<file path="src/rtl/down_counter_reload_if.sv">
// ============================================================================
// down_counter_reload_if : control/status bundle for down_counter_reload
// Revision 1.0
// ============================================================================
`default_nettype none

interface down_counter_reload_if #(
  parameter int WIDTH = 3
);
  logic             en;
  logic             load;
  logic [WIDTH-1:0] load_val;
  logic             auto_reload;
  logic [WIDTH-1:0] q;
  logic             zero;
  logic             borrow;
  logic             done;
  logic             busy;

  modport master (
    output en, load, load_val, auto_reload,
    input  q, zero, borrow, done, busy
  );

  modport slave (
    input  en, load, load_val, auto_reload,
    output q, zero, borrow, done, busy
  );
endinterface

`default_nettype wire

</file>
<file path="src/rtl/down_counter_reload.sv">
// ============================================================================
// down_counter_reload : loadable down counter, one-shot or auto-reload mode
// Revision 1.0
// ============================================================================
`default_nettype none

module down_counter_reload #(
  parameter int WIDTH = 3
) (
  input  wire                 clk,
  input  wire                 rst,
  down_counter_reload_if.slave bus
);

  localparam logic [WIDTH-1:0] c_ZERO = '0;
  localparam logic [WIDTH-1:0] c_ONE  = {{(WIDTH-1){1'b0}}, 1'b1};
  localparam logic [WIDTH-1:0] c_MAX  = '1;

  typedef enum logic [1:0] {
    S_IDLE = 2'd0,
    S_RUN  = 2'd1,
    S_HALT = 2'd2
  } state_t;

  state_t           r_state;
  logic [WIDTH-1:0] r_q;
  logic [WIDTH-1:0] r_rl;
  logic             r_borrow;
  logic             r_done;
  logic             r_busy;
  logic [WIDTH-1:0] w_wrap;

  // A cleared reload register turns the block into a free-running modulo counter.
  assign w_wrap = (r_rl != c_ZERO) ? r_rl : c_MAX;

  always_ff @(posedge clk) begin
    if (rst) begin
      r_state  <= S_IDLE;
      r_q      <= c_ZERO;
      r_rl     <= c_ZERO;
      r_borrow <= 1'b0;
      r_done   <= 1'b0;
      r_busy   <= 1'b0;
    end else begin
      r_borrow <= 1'b0;
      r_done   <= 1'b0;
      if (bus.load) begin
        r_q     <= bus.load_val;
        r_rl    <= bus.load_val;
        r_state <= S_RUN;
        r_busy  <= 1'b1;
      end else if (bus.en) begin
        case (r_state)
          S_IDLE: begin
            if (bus.auto_reload) begin
              r_q      <= w_wrap;
              r_borrow <= 1'b1;
              r_state  <= S_RUN;
              r_busy   <= 1'b1;
            end
          end
          S_RUN: begin
            if (r_q > c_ONE) begin
              r_q <= r_q - c_ONE;
            end else if (r_q == c_ONE) begin
              r_q <= c_ZERO;
              if (!bus.auto_reload) begin
                r_state <= S_HALT;
                r_done  <= 1'b1;
                r_busy  <= 1'b0;
              end
            end else if (bus.auto_reload) begin
              r_q      <= w_wrap;
              r_borrow <= 1'b1;
            end else begin
              r_state <= S_HALT;
              r_done  <= 1'b1;
              r_busy  <= 1'b0;
            end
          end
          default: begin
            r_q <= c_ZERO;
          end
        endcase
      end
    end
  end

  assign bus.q      = r_q;
  assign bus.zero   = (r_q == c_ZERO);
  assign bus.borrow = r_borrow;
  assign bus.done   = r_done;
  assign bus.busy   = r_busy;

endmodule

`default_nettype wire

</file>
<file path="src/flat_wrapper.sv">
// flat-port wrapper written by rule: the top's interface ports become plain ports
module down_counter_reload_flat 
#(
  parameter int WIDTH = 3
)
  (clk, rst, bus_en, bus_load, bus_load_val, bus_auto_reload, bus_q, bus_zero, bus_borrow, bus_done, bus_busy);
  down_counter_reload_if #(.WIDTH(WIDTH)) bus_i ();
  input  wire clk;
  input  wire rst;
  input wire logic [$bits(bus_i.en)-1:0] bus_en;
  input wire logic [$bits(bus_i.load)-1:0] bus_load;
  input wire logic [$bits(bus_i.load_val)-1:0] bus_load_val;
  input wire logic [$bits(bus_i.auto_reload)-1:0] bus_auto_reload;
  output wire logic [$bits(bus_i.q)-1:0] bus_q;
  output wire logic [$bits(bus_i.zero)-1:0] bus_zero;
  output wire logic [$bits(bus_i.borrow)-1:0] bus_borrow;
  output wire logic [$bits(bus_i.done)-1:0] bus_done;
  output wire logic [$bits(bus_i.busy)-1:0] bus_busy;
  assign bus_i.en = bus_en;
  assign bus_i.load = bus_load;
  assign bus_i.load_val = bus_load_val;
  assign bus_i.auto_reload = bus_auto_reload;
  assign bus_q = bus_i.q;
  assign bus_zero = bus_i.zero;
  assign bus_borrow = bus_i.borrow;
  assign bus_done = bus_i.done;
  assign bus_busy = bus_i.busy;
  down_counter_reload #(.WIDTH(WIDTH)) u_core (.clk(clk), .rst(rst), .bus(bus_i));
endmodule
</file>
<file path="config.mk">
export PLATFORM = sky130hd
export DESIGN_NAME = down_counter_reload_flat
export DESIGN_NICKNAME = d
export VERILOG_FILES = /design/src/rtl/down_counter_reload_if.sv /design/src/rtl/down_counter_reload.sv /design/src/flat_wrapper.sv
export SDC_FILE = /design/constraint.sdc
export NUM_CORES = 1
export LEC_CHECK = 0
export BUFFER_PORTS_ARGS = -buffer_cell sky130_fd_sc_hd__buf_4
export CORE_MARGIN = 1
export CORE_UTILIZATION = 50
export DETAILED_ROUTE_END_ITERATION = 8
export HOLD_SLACK_MARGIN = 0.02
export PLACE_DENSITY = 0.75
export SKIP_LAST_GASP = 1
export SYNTH_ARGS = -nofsm -noshare
export SYNTH_HDL_FRONTEND = slang
export SYNTH_SLANG_ARGS = --single-unit
</file>
<file path="constraint.sdc">
create_clock -name clk -period 1.95 [get_ports clk]
set_input_delay 0.195 -clock clk [delete_from_list [all_inputs] [get_ports clk]]
set_output_delay 0.195 -clock clk [all_outputs]
set_load 0.03 [all_outputs]
</file>
Word-level counts from Yosys, hierarchy flattened --
Cells that the tools add are included. W data, S select, Z words.
Storage, ports and cells: flip-flop bits (word level) 11, memory bits (read-only) 0, bits of input ports 8, latch bits 0, memory bits (writable) 0, output and inout bits 7, memories kept 0, word-level logic and storage cells 54
Operators by class: add/subtract/negate cells 1, reduce and logical (&&, ||, !) cells 11, shift operators 0, order comparisons 1, equal/unequal tests 8, multipliers 0, bitwise operators 2, multiplexer cells 24, divide/modulo/power cells 0
Operators by type and width (number):
- $mux W3 | 6
- $mux W1 | 11
- $reduce_and A5 Y1 | 2
- $ne A3 B3 Y1 const B | 3
- $mux W2 | 3
- $ne A2 B2 Y1 const B | 3
- $pmux W3 S2 | 1
- $reduce_bool A3 Y1 | 2
- $reduce_or A5 Y1 | 1
- $pmux W1 S2 | 2
- $pmux W2 S2 | 1
- $reduce_bool A2 Y1 | 2
- $eq A3 B1 Y1 const B | 1
- $gt A3 B1 Y1 const B | 1
- $logic_not A3 Y1 | 1
- $reduce_or A3 Y1 | 1
- $sub A3 B1 Y3 const B | 1
- $eq A2 B1 Y1 const B | 1
- $logic_not A2 Y1 | 1
- $not A1 Y1 | 2
- $reduce_or A2 Y1 | 1

Logic depth before layout (Yosys ltp) --
Gate-level depths: netlist (run 1).
depth in word-level cells 8, mapped depth 5, depth with buffers taken out 5

Worst setup path before layout (run 1) --
Ideal clock, no wire load.
kind register to register, start point reg u_core.r_q[1] (netlist: u_core.bus.q[1]), end point reg u_core.r_state[1], arrival 1471 ps, period minus slack after synthesis 1587 ps, setup time 117 ps, setup slack 363 ps, cell stages (with the launch flop) 6, buffers on the path 0, required time 1833 ps, cell sequence dfxtp_1 > inv_1 > ha_1 > o21ba_2 > nor4b_1 > a22o_1
Between the ends: cells in the longest elaborated chain, start to end 3
Ends and longest elaborated chain:
- start, declared | line down_counter_reload.sv:26 | logic [WIDTH-1:0] r_q;
- start signal, assigned | line down_counter_reload.sv:39 | r_q <= c_ZERO;
- start signal, assigned | line down_counter_reload.sv:48 | r_q <= bus.load_val;
- start signal, assigned | line down_counter_reload.sv:56 | r_q <= w_wrap;
- $gt A3 B1 Y1 | line down_counter_reload.sv:63 | if (r_q > c_ONE) begin
- $ne A2 B2 Y1 (no line)
- $reduce_and A5 Y1 (no line)
- end signal, assigned | line down_counter_reload.sv:58 | r_state <= S_RUN;
- end signal, assigned | line down_counter_reload.sv:68 | r_state <= S_HALT;
- end signal, assigned | line down_counter_reload.sv:76 | r_state <= S_HALT;
- end, declared | line down_counter_reload.sv:25 | state_t r_state;
Every way passes these cells. A chain may end at the register's enable or synchronous reset.

Worst setup path after layout (run 1) --
start point reg u_core.r_q[0] (netlist: u_core.bus.q[0]), end point out bus_zero
Between the ends: cells in the longest elaborated chain, start to end 1
Ends and longest elaborated chain:
- $logic_not A3 Y1 | line down_counter_reload.sv:90 | assign bus.zero = (r_q == c_ZERO);
- end, declared | line flat_wrapper.sv:15 | output wire logic [$bits(bus_i.zero)-1:0] bus_zero;
Every way passes these cells.

==> run metrics, run 1 <==
Max FO, Critical Path 7; Post-Synthesis Cell Area 652 um^2; dpl ws 0.428 ns; Hold Crit Class input port to register; htree depth 1; Core Region 1160 um^2; CP max stage delay 0.47 ns; nets@finish 97; WS Path Type register to output pin; CTS tree yes; vias in the first global route 503; # diodes 0; Critical Path, Cell by Cell inv_1, ha_1, nor2b_1, buf_4; hold_buf cts 0; Setup Skew 0.00347 ns; layout cell share with drive strength beyond 1 between 20 and 30%; Setup crit end kind output pin; Die H ~38 um; most common library cells after synthesis 10 x dfxtp_1, 7 x nand2b_1, 5 x a21oi_1, 5 x o211ai_1; Max Used Layer met4; worst vdd ir 0.378 mV; Routed Antenna Nets 0; Relative slew margins 68.7%; total clock sinks 10; DRC viols 0; reg2reg setup slack ~0.42 ns; PwrDens 726 nW/um^2; Setup WS post-layout 0.377 ns; Setup TNS Final 0 ns; MaxCap Viol Count 0; Main synth FF type dfxtp_1; met2 wire len about 670 um; Min Hold Slack 0.180 ns; NetSw 174 uW; Routed WL 1360 um; Worst Path Arrival approximately 1.4 ns; drt first pass iters 5; Reg area roughly 200 um^2; Fin. Hold Viols 0; final setup vio count 0; CP bufs+invs 2; Area contributors post-synth dfxtp_1 31%, nand2b_1 6.7%, ha_1 5.8%; Detail Placement HPWL a little over 1000 um; die footprint 1450 um^2; sequential power share 41.9%; FF+latch count, synth 10; CTS Buf Count 3; grt ovf 0; filler instances between 100 and 150; PostCTS Resize Cnt 0; Critical Path Start Type register; post-CTS setup buffers 0; GRT Overall Usage 23.6%; Leakage Power 0.000320 uW; RSZ-0062 raised after global routing false; Area Growth Syn to Fin 20.3%; post-synth top area cell dfxtp_1; sw frac 30.5%; # IOs 15; Initial Util 56.4%; Final Power roughly 570 uW; Internal just under 400 uW; most frequent cell after synthesis dfxtp_1; Post-synth EDFFs 0; area share of the largest cell type after synthesis 30.7%; fin crit share 80.7%; syn nets about 80; Max Buffers Root-to-Sink 2; Req. time, crit path 1.75 ns; Clock Pin Slew Worst Setup and Hold Paths approximately 0.070 ns; Mapped Cells 70; CTS Root Cell clkbuf_4; DIE WIDTH 38.1 um; Comb pwr share 25.3%; Slowest-stage cell, CP dfxtp_1; fmax 636 MHz; worst slew pin tran approximately 0.47 ns; warnings from Yosys 0; largest net degree at the start of global routing 14; Metal-1 WL around 630 um; first-pass GRT wire length about 2300 um; fin. max-slew vios 0; initial antenna violation count 0; Placed Area 748 um^2; metal3 WL 49 um; Distinct cells, synth 25; Worst-Skew Late Latency 0.26 ns; drt wl/cell roughly 14 um; Synth Area per Inst 9.31 um^2; number of core rows 12; routed vias 578; async set-reset flop share out of synthesis 0%; Via density between 5 and 6; RD Place Congestion 0.846; clock group share of total power roughly 33%; DRT iter0 DRCs 10; I/O Buffers 14; CP top delay family flip-flops; Final Instance Area about 800 um^2; Seq/Total Area, Yosys a little under a third; outcome finished, final reports clean; area of the multi-input gates 410 um^2; minimum clock period 1.57 ns
-- worst paths after layout --
kind | start | end | cells past startpoint
worst max-delay path | u_core.bus.q[0] | bus_zero | 4
worst min-delay path | rst | u_core.r_rl[1] | 2
worst max register to register | u_core.bus.q[0] | u_core.r_state[1] | 4
worst min register to register | u_core.r_rl[1] | u_core.r_rl[1] | 2
-- stage by stage --
stage | utilization (%) | std cells
6_report | 67.9 | 99
5_1_grt | 67.9 | 99
4_1_cts | 67.9 | 99
3_5_place_dp | 64.7 | 95
3_3_place_gp | 64.7 | 95
2_1_floorplan | - | 70
-- layout make-up --
cell class	instances	share of cell area [%]
Multi-Input combinational cell	53	52.3
Sequential cell	10	25.5
Timing Repair Buffer	14	13.4
Clock buffer	4	4.63
Tap cell	14	2.23
Inverter	4	1.91
-- worst register-to-register path, stage by stage, from the launching register on --
cell     delay, ns
dfxtp_1       0.47
ha_1          0.27
o21ba_2       0.21
nor4b_1       0.34
a22o_1        0.18
-- power groups by stage --
stage	Combinational, uW	Sequential (uW)	Clock [uW]
global placement	143	242	0
global route	160	240	199
floorplan	92.0	251	0
finish	144	239	187
CTS	145	239	191
detailed placement	144	244	0
-- layout by cell type, fill, tap and decap left out, types with 3 or more instances in the layout --
cell / count
a21o_1: 3
o2111ai_1: 3
buf_4: 14
o211ai_1: 5
ha_1: 3
clkbuf_4: 3
nand2_1: 4
inv_1: 4
nand2b_1: 7
a21oi_1: 5
o21ba_2: 3
dfxtp_1: 10
or3b_1: 3
nor2b_1: 3
nor2_1: 4
-- logic make-up after synthesis --
logic type,share of synthesized area (%)
AO/OA/AOI/OAI,29.9
XOR/XNOR,1.34
adder cells (fa/ha/maj),5.76
buffers and inverters,6.33
flip-flops,30.7
AND/OR/NAND/NOR,25.9
-- metal layers --
metal  global-route usage [%]  up-vias
li1                         -      288
met1                     32.5      274
met2                     34.7       14
met3                     5.23        2
met4                     10.7        0
met5                        0        -
-- state kept, by name, summed over array words and instances, names as in the netlist --
| name | count |
|---|---|
| u_core.bus.borrow | 1 |
| u_core.r_state | 2 |
| u_core.bus.q | 3 |
| u_core.bus.done | 1 |
| u_core.r_rl | 3 |
No activity file was read; power rests on OpenSTA's default activity.
==> run 2: changes to the inputs <==
==> constraint.sdc (replaced) <==
create_clock -name clk -period 1.45 [get_ports clk]
set_input_delay 0.145 -clock clk [delete_from_list [all_inputs] [get_ports clk]]
set_output_delay 0.145 -clock clk [all_outputs]
set_load 0.03 [all_outputs]
==> run metrics, run 2 (synthesis gave the netlist of run 1 again) <==
nets@finish just under 100; area of the multi-input gates 425 um^2; Routed Antenna Nets 0; CP bufs+invs 2; Reg area between 200 and 250 um^2; minimum clock period 1.39 ns; Hold Path Depth 2; Via density 5.81; RD Place Congestion 0.873; worst r2r path cells 5; vias in the first global route 502; htree depth 1; fin. max-slew vios 0; Req. time, crit path 1.31 ns; Die H 38.1 um; total clock sinks 10; Setup Skew 0.000462 ns; worst vdd ir between 0.5 and 0.6 mV; drt first pass iters 4; hold_buf cts 0; Max Buffers Root-to-Sink 2; first-pass GRT wire length around 2300 um; Slowest-stage cell, CP dfxtp_4; Relative slew margins 74.0%; initial antenna violation count 0; Leakage Power 0.000337 uW; DRT iter0 DRCs 27; largest net degree at the start of global routing 14; final setup vio count 0; CP max stage delay 0.39 ns; worst slew pin tran 0.389 ns; DRC viols 0; outcome finished, final reports clean; fin crit share between 90% and 100%; Setup crit end kind output pin; Critical Path Start Type register; Fin. Hold Viols 0; filler instances 92; drt wl/cell 15.3 um; commonest non-fill, non-tap cell in the layout buf_4; Core Region 1160 um^2; Routed WL 1540 um; RSZ-0062 raised after global routing false; Post-Place Cells 97; Final Power 799 uW; Critical Path, Cell by Cell inv_1, ha_1, nor2b_1, buf_4; Setup TNS Final 0 ns; CTS Buf Count 3; # IOs 15; Worst Path Arrival 1.24 ns; Worst-Skew Late Latency around 0.27 ns; Max FO, Critical Path 7; PwrDens 974 nW/um^2; reg2reg setup slack 0.07 ns; CTS Root Cell clkbuf_4; I/O Buffers 14; grt ovf 0; fmax a little over 700 MHz; DIE WIDTH roughly 38 um; fin cells between 100 and 150; CP top delay family flip-flops; Initial Util a little under three fifths; Detail Placement HPWL 1040 um; # diodes 0; MaxCap Viol Count 0; commonest non-fill, non-tap cells in the layout 16 x buf_4, 8 x dfxtp_1, 7 x nand2b_1, 5 x o211ai_1, 5 x a21oi_1; layout cell share with drive strength beyond 1 approximately a third; WS Path Type register to output pin; routed vias 587; GRT Overall Usage 24.1%; post-CTS setup buffers 0; Clock Pin Slew Worst Setup and Hold Paths 0.07 ns; CTS tree yes; Hold Crit Class input port to register; Area Growth Syn to Fin 25.7%; die footprint between 1000 and 1500 um^2; Levels on crit path 4; number of core rows 12
-- run 2: worst paths after layout --
path	end	startpoint
setup / recovery	bus_zero	u_core.bus.q[0]
hold reg to reg	u_core.r_rl[1]	u_core.r_rl[1]
hold / removal	u_core.r_rl[1]	rst
setup reg to reg	u_core.bus.q[1]	u_core.bus.q[1]
-- run 2: per-layer routing --
layer  wire [um]  part of all wire [%]  global-route usage, %
met4          21                   1.4                   10.7
met2         712                    46                   37.3
met1         716                    46                   30.8
met3          93                   6.0                   6.98
met5           0                     0                      0
-- run 2: per-stage QoR --
step / setup slack (ns) / instance area, um^2 / util (%) / hold WS (ns)
floorplan: 0.0335 / 654 / - / 0.304
global placement: 0.116 / 766 / 66.2 / 0.401
detailed placement: 0.0776 / 766 / 66.2 / 0.403
CTS: 0.0138 / 808 / 69.9 / 0.115
global route: 0.00227 / 820 / 70.9 / 0.127
finish: 0.0641 / 820 / 70.9 / 0.118
-- run 2: cell type report --
class	count	area share (%)
Multi-Input combinational cell	53	51.9
Tap cell	14	2.14
Sequential cell	10	25.0
Clock buffer	4	4.43
Inverter	4	1.83
Timing Repair Buffer	16	14.7
-- run 2: where the power goes --
| part | internal, uW | switching (uW) |
|---|---|---|
| registers | 292 | 24.3 |
| clock network | 153 | 110 |
| logic | 98.5 | 122 |
| total | 543 | 256 |
-- run 2: repair_timing --
item	in CTS	in global routing
hold endpoints to repair	0	0
setup endpoints to repair	2	3
pin swaps	0	0
resized for setup	1	2
-- run 2: worst register-to-register path, cell delays in order, from the launching register on --
cell and delay, ns:
dfxtp_2 0.33, inv_1 0.06, ha_1 0.22, o41ai_4 0.31
o211ai_1 0.14, o211ai_1 0.22
